$ cat src/rtl/ob_pkg.sv
// Shared order-book command types used between dispatch, conditional table and matcher.
package ob_pkg;
    typedef enum logic [3:0] {
        OP_NOP             = 4'd0,
        OP_BUY_LIMIT       = 4'd1,
        OP_SELL_LIMIT      = 4'd2,
        OP_BUY_MARKET      = 4'd3,
        OP_SELL_MARKET     = 4'd4,
        OP_BUY_STOP_LOSS   = 4'd5,
        OP_SELL_STOP_LOSS  = 4'd6,
        OP_BUY_STOP_LIMIT  = 4'd7,
        OP_SELL_STOP_LIMIT = 4'd8
    } opcode_t;

    typedef struct packed {
        opcode_t     op;
        logic [15:0] oid;
        logic [31:0] price;
        logic [15:0] qty;
    } cmd_t;
endpackage

$ cat src/rtl/ob_cn_table_ctrl.sv
// Conditional-table controller: allocates stop commands to the lowest free entry and issues matured
// entries round-robin through a 1-deep output register (held stable under backpressure), 1-cycle latency.
module ob_cn_table_ctrl #(
    parameter int N     = 8,
    parameter int IDX_W = $clog2(N)
) (
    input  logic                       clk,
    input  logic                       rst_n,
    input  logic                       in_vld,
    input  ob_pkg::cmd_t               in_cmd,
    output logic                       in_rdy,
    output logic [N-1:0]               ent_al_vld,
    output ob_pkg::cmd_t               ent_al_cmd_r,
    output logic [N-1:0]               ent_dl_vld,
    input  logic [N-1:0]               ent_mtr_vld_r,
    input  ob_pkg::cmd_t [N-1:0]       ent_cmd_r,
    output logic                       out_vld,
    output ob_pkg::cmd_t               out_cmd,
    output logic [IDX_W-1:0]           out_idx,
    input  logic                       out_rdy,
    output logic [$clog2(N+1)-1:0]     occ_cnt_r,
    output logic                       full_r,
    output logic                       empty_r,
    output logic                       err_r
);
    localparam int CNT_W = $clog2(N+1);

    logic [N-1:0]       occ_q, occ_d;
    logic [N-1:0]       al_vld_q, al_vld_d;
    logic [N-1:0]       cand, dl_vec;
    ob_pkg::cmd_t       al_cmd_q, out_cmd_q;
    logic               out_vld_q, err_q;
    logic [IDX_W-1:0]   out_idx_q, rr_q, free_idx, sel;
    logic [CNT_W-1:0]   cnt_q, cnt_d;
    logic               acc, hs, ld_en, sel_vld;

    assign in_rdy = ~&occ_q;
    assign acc    = in_vld & in_rdy;
    assign hs     = out_vld_q & out_rdy;
    assign dl_vec = hs ? (N'(1) << out_idx_q) : '0;
    // An entry being deallocated this cycle must not be picked again.
    assign cand   = ent_mtr_vld_r & occ_q & ~dl_vec;
    assign ld_en  = ~out_vld_q | out_rdy;

    always_comb begin
        free_idx = '0;
        for (int i = N-1; i >= 0; i--) begin
            if (!occ_q[i]) free_idx = IDX_W'(i);
        end
    end

    always_comb begin : rr_pick
        logic [IDX_W-1:0] j;
        j       = '0;
        sel_vld = 1'b0;
        sel     = '0;
        for (int k = 0; k < N; k++) begin
            j = IDX_W'((int'(rr_q) + k) % N);
            if (!sel_vld && cand[j]) begin
                sel_vld = 1'b1;
                sel     = j;
            end
        end
    end

    always_comb begin
        occ_d    = occ_q & ~dl_vec;
        al_vld_d = '0;
        if (acc) begin
            occ_d[free_idx] = 1'b1;
            al_vld_d        = N'(1) << free_idx;
        end
        cnt_d = cnt_q + CNT_W'(acc) - CNT_W'(hs);
    end

    always_ff @(posedge clk or negedge rst_n) begin
        if (!rst_n) begin
            occ_q     <= '0;
            al_vld_q  <= '0;
            al_cmd_q  <= '0;
            out_vld_q <= 1'b0;
            out_cmd_q <= '0;
            out_idx_q <= '0;
            rr_q      <= '0;
            cnt_q     <= '0;
            err_q     <= 1'b0;
        end else begin
            occ_q    <= occ_d;
            al_vld_q <= al_vld_d;
            cnt_q    <= cnt_d;
            err_q    <= err_q | (|(ent_mtr_vld_r & ~occ_q));
            if (acc) al_cmd_q <= in_cmd;
            if (ld_en) begin
                out_vld_q <= sel_vld;
                if (sel_vld) begin
                    out_cmd_q <= ent_cmd_r[sel];
                    out_idx_q <= sel;
                    rr_q      <= IDX_W'((int'(sel) + 1) % N);
                end
            end
        end
    end

    assign ent_al_vld   = al_vld_q;
    assign ent_al_cmd_r = al_cmd_q;
    assign ent_dl_vld   = dl_vec;
    assign out_vld      = out_vld_q;
    assign out_cmd      = out_cmd_q;
    assign out_idx      = out_idx_q;
    assign occ_cnt_r    = cnt_q;
    assign full_r       = (cnt_q == CNT_W'(N));
    assign empty_r      = (cnt_q == '0);
    assign err_r        = err_q;
endmodule

$ cat config.mk
export PLATFORM = sky130hd
export DESIGN_NAME = ob_cn_table_ctrl
export DESIGN_NICKNAME = d
export VERILOG_FILES = /design/src/rtl/ob_pkg.sv /design/src/rtl/ob_cn_table_ctrl.sv
export SDC_FILE = /design/constraint.sdc
export NUM_CORES = 1
export LEC_CHECK = 0
export CORE_AREA = 5 5 308 310
export CTS_BUF_LIST = sky130_fd_sc_hd__clkbuf_2
export DETAILED_ROUTE_END_ITERATION = 10
export DIE_AREA = 0 0 313 315
export HOLD_SLACK_MARGIN = 0.02
export SKIP_LAST_GASP = 1
export SLEW_MARGIN = 0
export SYNTH_ARGS = -nofsm -noshare
export SYNTH_HDL_FRONTEND = slang
export SYNTH_SLANG_ARGS = --single-unit
$ cat constraint.sdc
create_clock -name clk -period 8.33 [get_ports clk]
set_input_delay 1.666 -clock clk [delete_from_list [all_inputs] [get_ports clk]]
set_output_delay 1.666 -clock clk [all_outputs]
set_load 0.01 [all_outputs]
==> out/qor.yml, run 1 <==
floorplanning:
  io_pins: 788
  num_rows: 111
  die_y_um: 315
  die-area_um2: 98600
  fp.dieW_um: 313
  core_um2: 91390
  initial_utilization: 0.1302
final_layout:
  syn_to_final_growth_pct: 79.96
  fin_nets: 2453
  stdcell_count: 3026
  layout-drive-gt1-share: 0.1070
  finalInstanceArea_um2: 21420
sta:
  setup_viol: 0
  slew-limit-headroom: 0.2845
  fin_crit_ns: 5.869
  min_period_over_period: 0.7046
  worst_slew_pin_slew_ns: 1.072
  fin_skew_ns: 0.1186
  fin_ws_ns: 2.461
  tns_ns: 0
  clock.fmax_mhz: 170.4
  drv_slew: 0
  grt_setup_unrepaired: "no"
  finalHoldViolations: 0
  holdWs_ns: 0.4629
yosys:
  synth_most_common_cell: "mux2i_1"
  yosys.area.top_type: "dfrtp_1"
  synth_seq_area_share: 0.3449
  synth_common_cells: "302 x mux2i_1, 164 x dfrtp_1, 115 x mux2_2"
  ys.flop_type: "dfrtp_1"
  netlist_instances: 1072
  synth-edff-count: 0
  netlist.area_leader.share: 0.3449
  ys_warn_count: 0
  synth_fp_nets: 1706
  syn_area_um2: 11900
  synthDistinctLibCells: 62
  async_reset_ff_frac: 1.000
  ys_ff_latch: 164
  syn_avg_cell_area_um2: 11.10
  synth_area_leaders: "dfrtp_1 34%, mux2i_1 25%, mux2_2 11%, a221o_1 4.5%, o21ba_1 4.5%"
clocking:
  clk_latency_ns: 1.13
  cts-root-buf: "clkbuf_2"
  cts_resized: 0
  post-cts-setup-buffers: 0
  cts_tree: "built"
  ctsHoldBuffers: 0
  h-tree-depth: 4
  cts_buffers: 17
  cts.sinks: 164
  clk_path_buf_depth: 2
  clkSlewWorstSetupHoldPaths_ns: 0.42
worst_setup_path:
  critPathRequiredTime_ns: 9.31
  slowest_delay_ns: 0.77
  worstPathMaxFanout: 38
  cpLargestDelayFamily: "buffers and inverters"
  path_cells: "clkdlybuf4s50_1 > nand3b_2 > o211ai_1 > o22ai_1 > mux4_2 > nor4_2 > nor3b_1 > o21ai_2 > inv_4 > buf_4 > mux2i_1 > o21ba_1"
  arrival_ns: 6.85
  start_kind: "input pin"
  crit_type: "in -> reg"
  critPathCaptureType: "flop"
  crit_buf_inv: 3
  slowest_stage: "buf_4"
power_and_ir_drop:
  power_frac_comb: 0.824
  internal-power_mw: 5.513
  ir_drop_mv: 0.3954
  p_sw_mw: 5.434
  power_density_nw_per_um2: 511.2
  seqPwrFrac: 0.124
  p_clk_frac: 0.053
  swShare: 0.4964
  leakagePower_nw: 8.602
route:
  drtIter0Drc: 777
  drt_first_pass_iters: 5
  met1Wirelength_um: 29360
  vias: 11956
  top_layer: "met5"
  wl_per_cell_um: 23.34
  drt-total-wl_um: 70640
  final_antenna_net_count: 0
  wl_met3_um: 6916
  wl_met2_um: 32930
  drc: 0
  viasPerCell: 3.951
global_route:
  grt_pass1_vias: 12517
  grt_pass1_wl_um: 95320
  grt_max_degree: 70
  grt.overflow.total: 0
  track_usage: 0.1362
  antenna_found_initial: 12
status:
  status: "completed"
placement:
  port-buffer-count: 787
  place.gp.congestion: 0.8745
  place_ws_ns: 1.320
  hpwl_um: 57810
  dp.cells: 2986
  placed_area_um2: 21110
hold_path:
  hp-class: "in -> async"
flow_run:
  maxCapViolCount: 0
[path summary, 6_finish.rpt]
path | from | to | slack, ns | cells after the start
max in group asynchronous | rst_n | out_cmd[21]$_DFFE_PN0P_ | 6.47 | 2
min | rst_n | ent_al_cmd_r[1]$_DFFE_PN0P_ | 0.46 | 1
min reg2reg | err_r$_DFF_PN0_ | err_r$_DFF_PN0_ | 0.53 | 2
min in group clk | err_r$_DFF_PN0_ | err_r$_DFF_PN0_ | 0.53 | 2
max reg2reg | rr_q[0]$_DFFE_PN0P_ | out_cmd[8]$_DFFE_PN0P_ | 2.56 | 10
max | out_rdy | out_cmd[8]$_DFFE_PN0P_ | 2.46 | 12
[final cells by class]
class	count	area, um^2
Sequential cell	164	4104
Fill cell	9943	69970
Tap cell	1186	1484
Antenna cell	8	20.02
Multi-Input combinational cell	806	7308
Timing Repair Buffer	808	8127
Clock buffer	17	85.08
Inverter	22	85.08
Clock inverter	15	202.7
[placed cells by master, fill, tap and decap left out, drive strengths merged, types with 17 or more instances in the layout]
cell,instances
o22ai,27
inv,30
nor2,89
buf,21
a221o,53
clkdlybuf4s50,786
o21ba,53
mux2i,302
a211oi,17
mux2,117
dfrtp,164
clkbuf,18
[sequential cells by signal, indices dropped and copies added (netlist names)]
signal        flops
ent_al_vld        8
ent_al_cmd_r     68
err_r             1
occ_cnt_r         4
out_cmd          68
occ_q             8
out_idx           3
out_vld           1
rr_q              3
[kinds of logic (layout without fill, tap and decap cells)]
kind of cell    after synthesis  in the layout  share of synthesized area
mux                         429            429                     0.3837
compound gates              209            209                     0.1519
flops                       164            164                     0.3449
simple gates                152            152                    0.06025
buf+inv                     102            862                    0.04374
fa+ha+maj                    10             10                    0.01115
xor+xnor                      6              6                   0.004416
other cells                   0              8                          0
[per-layer routing]
metal / vias to the layer above / track usage
met4: 8 / 0.03810
met2: 529 / 0.2139
met3: 66 / 0.05541
met5: - / 0
met1: 5763 / 0.1731
li1: 5590 / -
[power by group through the flow]
| stage | registers (mW) | logic [mW] | clock network (mW) |
|---|---|---|---|
| 6_report | 1.35 | 9.02 | 0.578 |
| 5_1_grt | 1.39 | 9.70 | 0.657 |
| 4_1_cts | 1.36 | 9.21 | 0.642 |
| 3_5_place_dp | 1.37 | 9.19 | 0 |
| 3_3_place_gp | 1.37 | 9.15 | 0 |
| 2_1_floorplan | 1.39 | 6.21 | 0 |
[through the flow]
stage / power, mW / utilization
floorplan: 7.594 / -
global placement: 10.52 / 0.2310
detailed placement: 10.56 / 0.2310
CTS: 11.20 / 0.2341
global route: 11.75 / 0.2342
finish: 10.95 / 0.2343
Note: power is estimated with default switching activity, not from simulation.
==> inputs of run 2 (changes only) <==
==> constraint.sdc (replaced) <==
create_clock -name clk -period 5.4 [get_ports clk]
set_input_delay 1.08 -clock clk [delete_from_list [all_inputs] [get_ports clk]]
set_output_delay 1.08 -clock clk [all_outputs]
set_load 0.01 [all_outputs]
==> run 2 against run 1 <==
Net effect:
- core utilization increased by 0.36 points
- critical path depth did not move
- via count grew 1.1%
- cell count is 1.0% higher
- first-iteration DRC count grew 6.4%
- count of clock-buffer cells in the layout unchanged
- largest cell class unchanged
==> out/qor.yml, run 2 (synthesis results as in run 1) <==
status:
  status: "completed"
placement:
  place.gp.congestion: 0.8960  # +2.5%
  port-buffer-count: 787  # unchanged
  hpwl_um: 57730  # -0.12%
hold_path:
  hp-class: "in -> async"
worst_setup_path:
  crit_path_end: "out_cmd[9]$_DFFE_PN0P_"
  critPathCaptureType: "flop"
  crit_buf_inv: 2  # -1
  critPathRequiredTime_ns: 6.44  # -2.87 ns
  ff2ff_path_depth: 12  # +2
  startpoint: "out_idx[1]$_DFFE_PN0P_"
  crit_type: "reg -> reg"
  worstPathMaxFanout: 56  # +47%
  arrival_ns: 5.37  # -1.48 ns
  crit_top_cell: "buf_12"
  cpLargestDelayFamily: "compound AO/OA/AOI/OAI gates"
  slowest_delay_ns: 0.69  # -0.08 ns
  worstReg2RegStart: "out_idx[1]$_DFFE_PN0P_"
  r2r-end: "out_cmd[9]$_DFFE_PN0P_"
  ff2ff_setup_slack_ns: 1.08  # -1.48 ns
  start_kind: "flop"
  slowest_stage: "dfrtp_1"
  cp.depth: 12  # unchanged
  path_cells: "nand2_1 > o211ai_1 > o22ai_1 > mux4_2 > or2_1 > a2111oi_2 > o21ai_4 > buf_12 > buf_12 > mux2i_1 > a221o_1 > o21ba_1"
clocking:
  h-tree-depth: 4  # unchanged
  cts_resized: 0  # unchanged
  post-cts-setup-buffers: 0  # unchanged
  clkSlewWorstSetupHoldPaths_ns: 0.37  # -0.05 ns
  clk_path_buf_depth: 2  # unchanged
  cts-root-buf: "clkbuf_2"
  cts_tree: "built"
  clk_latency_ns: 1.09  # -0.04 ns
  cts.sinks: 164  # unchanged
  cts_buffers: 17  # unchanged
  ctsHoldBuffers: 1  # +1
sta:
  drv_slew: 0  # unchanged
  clock.fmax_mhz: 231.4
  setup_viol: 0  # unchanged
  tns_ns: 0  # unchanged
  min_period_over_period: 0.8003
  fin_skew_ns: 0.09348  # -0.02516 ns
  grt_setup_unrepaired: "no"
  worst_slew_pin_slew_ns: 0.9380  # -0.1341 ns
  finalHoldViolations: 0  # unchanged
  fin_crit_ns: 4.322
  slew-limit-headroom: 0.3747  # +0.09018
floorplanning:
  die-area_um2: 98600  # unchanged
  initial_utilization: 0.1302  # unchanged
  fp.dieW_um: 313  # unchanged
  num_rows: 111  # unchanged
  io_pins: 788  # unchanged
  die_y_um: 315  # unchanged
  core_um2: 91390  # unchanged
route:
  viasPerCell: 3.953  # about the same
  wl_per_cell_um: 22.79  # -2.4%
  drtIter0Drc: 827  # +6.4%
  vias: 12085  # +1.1%
  final_antenna_net_count: 0  # unchanged
  drt-total-wl_um: 69670  # -1.4%
  drt_first_pass_iters: 5  # unchanged
  drc: 0  # unchanged
final_layout:
  fin_nets: 2486  # +1.3%
  syn_to_final_growth_pct: 82.74
  final_common_cell: "clkdlybuf4s50_1"
  final_cell_mix: "786 x clkdlybuf4s50_1, 302 x mux2i_1, 164 x dfrtp_1"
  fin_util: 0.2380  # +0.003614
  layout-drive-gt1-share: 0.1223  # +0.01527
  fill_cells: 9918  # -0.25%
global_route:
  track_usage: 0.1342  # -0.002005
  grt_pass1_wl_um: 94550  # -0.80%
  grt.overflow.total: 0  # unchanged
  grt_pass1_vias: 12680  # +1.3%
  grt_max_degree: 97  # +39%
  antenna_found_initial: 8  # -4
flow_run:
  maxCapViolCount: 0  # unchanged
power_and_ir_drop:
  power_density_nw_per_um2: 801.2  # +57%
  total_power_mw: 17.42  # +59%
  ir_drop_mv: 0.9271  # +130%
  leakagePower_nw: 8.796  # +2.3%
## run 2: worst min path at each step
| stage | depth (start not counted) | slack [ns] | start | to |
|---|---|---|---|---|
| 2_1_floorplan | 1 | 0.47 | occ_q[3]$_DFF_PN0_ | ent_al_vld[3]$_DFF_PN0_ |
| 3_3_place_gp | 2 | 0.47 | err_r$_DFF_PN0_ | err_r$_DFF_PN0_ |
| 3_5_place_dp | 2 | 0.48 | err_r$_DFF_PN0_ | err_r$_DFF_PN0_ |
| 4_1_cts | 2 | 0.24 | rst_n | rr_q[2]$_DFFE_PN0P_ |
| 5_1_grt | 2 | 0.30 | in_cmd[31] | ent_al_cmd_r[31]$_DFFE_PN0P_ |
| 6_report | 2 | 0.52 | rst_n | rr_q[2]$_DFFE_PN0P_ |
## run 2: worst reg2reg max path: stages, from the launching register on
cell and delay (ns):
dfrtp_1 0.69, nand2_1 0.21, o211ai_1 0.43, o22ai_1 0.26, mux4_2 0.59, or2_1 0.27, a2111oi_2 0.41, o21ai_4 0.15
buf_12 0.19, buf_12 0.32, mux2i_1 0.23, a221o_1 0.35, o21ba_1 0.21
## run 2: cell type report
class	count	area (um^2)	area share
tap	1186	1484	0.06824
inverter	22	85.08	0.003913
multi-input combinational	806	7308	0.3361
timing repair buffer	841	8464	0.3892
antenna	6	15.01	0.0006904
clock buffer	17	85.08	0.003913
sequential	164	4104	0.1887
clock inverter	15	200.2	0.009206
## run 2: per-stage QoR
| step | setup WS, ns | std cells | hold WS [ns] | area (um^2) |
|---|---|---|---|---|
| 6_report | 1.078 | 3057 | 0.5218 | 21750 |
| 5_1_grt | 0.8199 | 3054 | 0.3014 | 21740 |
| 4_1_cts | 1.076 | 3051 | 0.2375 | 21730 |
| 3_5_place_dp | 0.1346 | 3018 | 0.4803 | 21440 |
| 3_3_place_gp | 0.1927 | 3018 | 0.4724 | 21440 |
| 2_1_floorplan | 1.149 | 1072 | 0.4747 | 11900 |
## run 2: layer usage
layer / GRT usage / vias to the layer above / share of wire
met4: 0.03617 / 2 / 0.020
li1: - / 5650 / -
met2: 0.2128 / 536 / 0.47
met3: 0.05324 / 54 / 0.088
met1: 0.1702 / 5843 / 0.42
met5: 0 / - / 0.00019
## run 2: power breakdown
part | total (mW) | switching (mW) | internal, mW | leakage (nW)
logic | 14.5 | 7.44 | 7.03 | 6.75
registers | 2.06 | 0.349 | 1.72 | 1.88
clock network | 0.881 | 0.666 | 0.215 | 0.166
==> inputs of run 3 (changes only) <==
==> constraint.sdc (replaced) <==
create_clock -name clk -period 3.7 [get_ports clk]
set_input_delay 0.74 -clock clk [delete_from_list [all_inputs] [get_ports clk]]
set_output_delay 0.74 -clock clk [all_outputs]
set_load 0.01 [all_outputs]
==> run 3 against run 2 <==
Net effect:
- the run now ends with negative setup slack left
- largest cell class unchanged
- cell area up 10%
- critical endpoint is now out_cmd[38]$_DFFE_PN0P_
- die area unchanged
- critical path type unchanged
- hold slack got worse by 0.21 ns
- routed wire length is 2.8% higher
- cell count grew 7.0%
==> out/qor.yml, run 3 (synthesis results as in run 1) <==
route:
  vias: 13056  # +8.0%
  final_antenna_net_count: 0  # unchanged
  wl_per_cell_um: 21.89  # -3.9%
  drt_first_pass_iters: 5  # unchanged
  viasPerCell: 3.993  # +1.0%
  drtIter0Drc: 686  # -17%
  drc: 0  # unchanged
  drt-total-wl_um: 71590  # +2.8%
worst_setup_path:
  ff2ff_path_depth: 16  # +4
  worstPathMaxFanout: 19  # -66%
  arrival_ns: 4.73  # -0.64 ns
  ff2ff_setup_slack_ns: -0.06  # -1.14 ns
  critPathRequiredTime_ns: 4.67  # -1.77 ns
  start_kind: "flop"
  worstReg2RegStart: "out_idx[1]$_DFFE_PN0P_"
  r2r-end: "out_cmd[38]$_DFFE_PN0P_"
  critPathCaptureType: "flop"
  crit_type: "reg -> reg"
clocking:
  clkSlewWorstSetupHoldPaths_ns: 0.30  # -0.07 ns
  cts_buffers: 17  # unchanged
  clk_path_buf_depth: 2  # unchanged
  cts_tree: "built"
  cts.sinks: 164  # unchanged
  cts-root-buf: "clkbuf_2"
  h-tree-depth: 4  # unchanged
  clk_latency_ns: 1.10  # about the same
global_route:
  track_usage: 0.1338  # -0.0003812
  antenna_found_initial: 6  # -2
  grt.overflow.total: 0  # unchanged
  grt_max_degree: 69  # -29%
  grt_pass1_wl_um: 95920  # +1.4%
  grt_pass1_vias: 13869  # +9.4%
sta:
  grt_setup_unrepaired: "yes"
  fin_ws_ns: -0.06015  # -1.138 ns
  tns_ns: -0.3308  # -0.3308 ns
  fin_crit_ns: 3.760  # -0.5617 ns
  fin_skew_ns: 0.06894  # -0.02454 ns
  worst_slew_pin_slew_ns: 0.9555  # +0.01752 ns
  holdWs_ns: 0.3105  # -0.2113 ns
  clock.fmax_mhz: 265.9  # +15%
  setup_viol: 13  # +13
  min_period_over_period: 1.016  # +0.2159
  slew-limit-headroom: 0.3630  # -0.01168
  drv_slew: 0  # unchanged
  finalHoldViolations: 0  # unchanged
hold_path:
  min-delay-start: "in_cmd[23]"
  hold_end: "ent_al_cmd_r[23]$_DFFE_PN0P_"
  hp-class: "in -> reg"
  whs_path_depth: 2
floorplanning:
  fp.dieW_um: 313  # unchanged
  die-area_um2: 98600  # unchanged
  core_um2: 91390  # unchanged
  initial_utilization: 0.1302  # unchanged
  io_pins: 788  # unchanged
  die_y_um: 315  # unchanged
  num_rows: 111  # unchanged
final_layout:
  layout-drive-gt1-share: 0.2027  # +0.08044
  fill_cells: 9748  # -1.7%
  final_common_cell: "clkdlybuf4s50_1"
  final_cell_mix: "781 x clkdlybuf4s50_1, 292 x mux2i_1, 169 x buf_4"
  fin_util: 0.2628  # +0.02482
  finalInstanceArea_um2: 24010  # +10%
  syn_to_final_growth_pct: 101.8
  fin_nets: 2698  # +8.5%
placement:
  place_ws_ns: -0.9102  # -1.045 ns
  placed_area_um2: 22550  # +5.2%
  port-buffer-count: 787  # unchanged
  place.gp.congestion: 0.8609  # -3.9%
  hpwl_um: 58330  # +1.0%
power_and_ir_drop:
  swShare: 0.4524  # -0.03316
  power_density_nw_per_um2: 1253  # +56%
  p_sw_mw: 13.61  # +61%
  seqPwrFrac: 0.099  # -0.020
  ir_drop_mv: 1.138  # +23%
  leakagePower_nw: 9.959  # +13%
  power_frac_comb: 0.862  # +0.031
  internal-power_mw: 16.47  # +84%
  p_clk_frac: 0.038  # -0.013
status:
  status: "finished with violations"
  violations: "negative setup slack"
flow_run:
  maxCapViolCount: 0  # unchanged
run 3: worst max-delay path, stage by stage, from the launching register on:
cell and delay (ns):
dfrtp_1 0.50, nand2b_2 0.27, o211ai_1 0.31, buf_4 0.18, mux4_2 0.31, mux2i_2 0.12
buf_4 0.16, buf_4 0.12, a22oi_1 0.24, o21ai_2 0.10, a211oi_4 0.28, buf_12 0.16
nor3_4 0.04, buf_12 0.16, buf_4 0.17, a221o_1 0.31, o21ba_1 0.21
run 3: through the flow:
stage               instances  total power [mW]
floorplan                1072             17.12
global placement         3147             26.92
detailed placement       3147             26.96
CTS                      3244             28.65
global route             3266             32.19
finish                   3270             30.08
run 3: final cells by class:
| type | instances | area (um^2) | area share |
|---|---|---|---|
| inverters | 22 | 87.58 | 0.003647 |
| multi-input cells | 806 | 7594 | 0.3162 |
| clock buffers | 17 | 85.08 | 0.003543 |
| well taps | 1186 | 1484 | 0.06179 |
| clock inverters | 15 | 162.7 | 0.006773 |
| diodes | 7 | 17.52 | 0.0007294 |
| repair buffers | 1053 | 10480 | 0.4363 |
| flip-flops and latches | 164 | 4108 | 0.1711 |
run 3: worst max path at each step:
stage / start / to / slack, ns / cells past startpoint
after floorplan: out_rdy / out_cmd[10]$_DFFE_PN0P_ / 0.002 / 12
after global placement: out_rdy / out_cmd[11]$_DFFE_PN0P_ / -0.84 / 13
after detailed placement: out_rdy / out_cmd[11]$_DFFE_PN0P_ / -0.91 / 15
after CTS: out_idx[0]$_DFFE_PN0P_ / ent_dl_vld[7] / -0.05 / 5
after global routing: out_idx[2]$_DFFE_PN0P_ / out_cmd[32]$_DFFE_PN0P_ / -0.21 / 15
final: out_idx[1]$_DFFE_PN0P_ / out_cmd[38]$_DFFE_PN0P_ / -0.06 / 16
run 3: timing repair:
action / CTS / global route
gates cloned: 0 / 3
pin swaps: 2 / 6
setup endpoints to repair: 76 / 73
setup buffers: 3 / 16
gates resized for setup: 28 / 47
hold endpoints to repair: 221 / 0
hold buffers: 62 / 0
run 3: power by group through the flow:
stage	Clock (mW)	Sequential, mW	Combinational (mW)
floorplan	0	3.12	14.0
global placement	0	2.99	23.9
detailed placement	0	3.00	24.0
CTS	1.29	2.97	24.4
global route	1.33	3.06	27.8
finish	1.16	2.98	25.9
run 3: layer usage:
layer / vias up / share of wire / track usage
li1: 6074 / - / -
met1: 6324 / 0.40 / 0.1607
met2: 585 / 0.48 / 0.2214
met3: 73 / 0.097 / 0.05377
met4: 0 / 0.023 / 0.03932
met5: - / 0 / 0
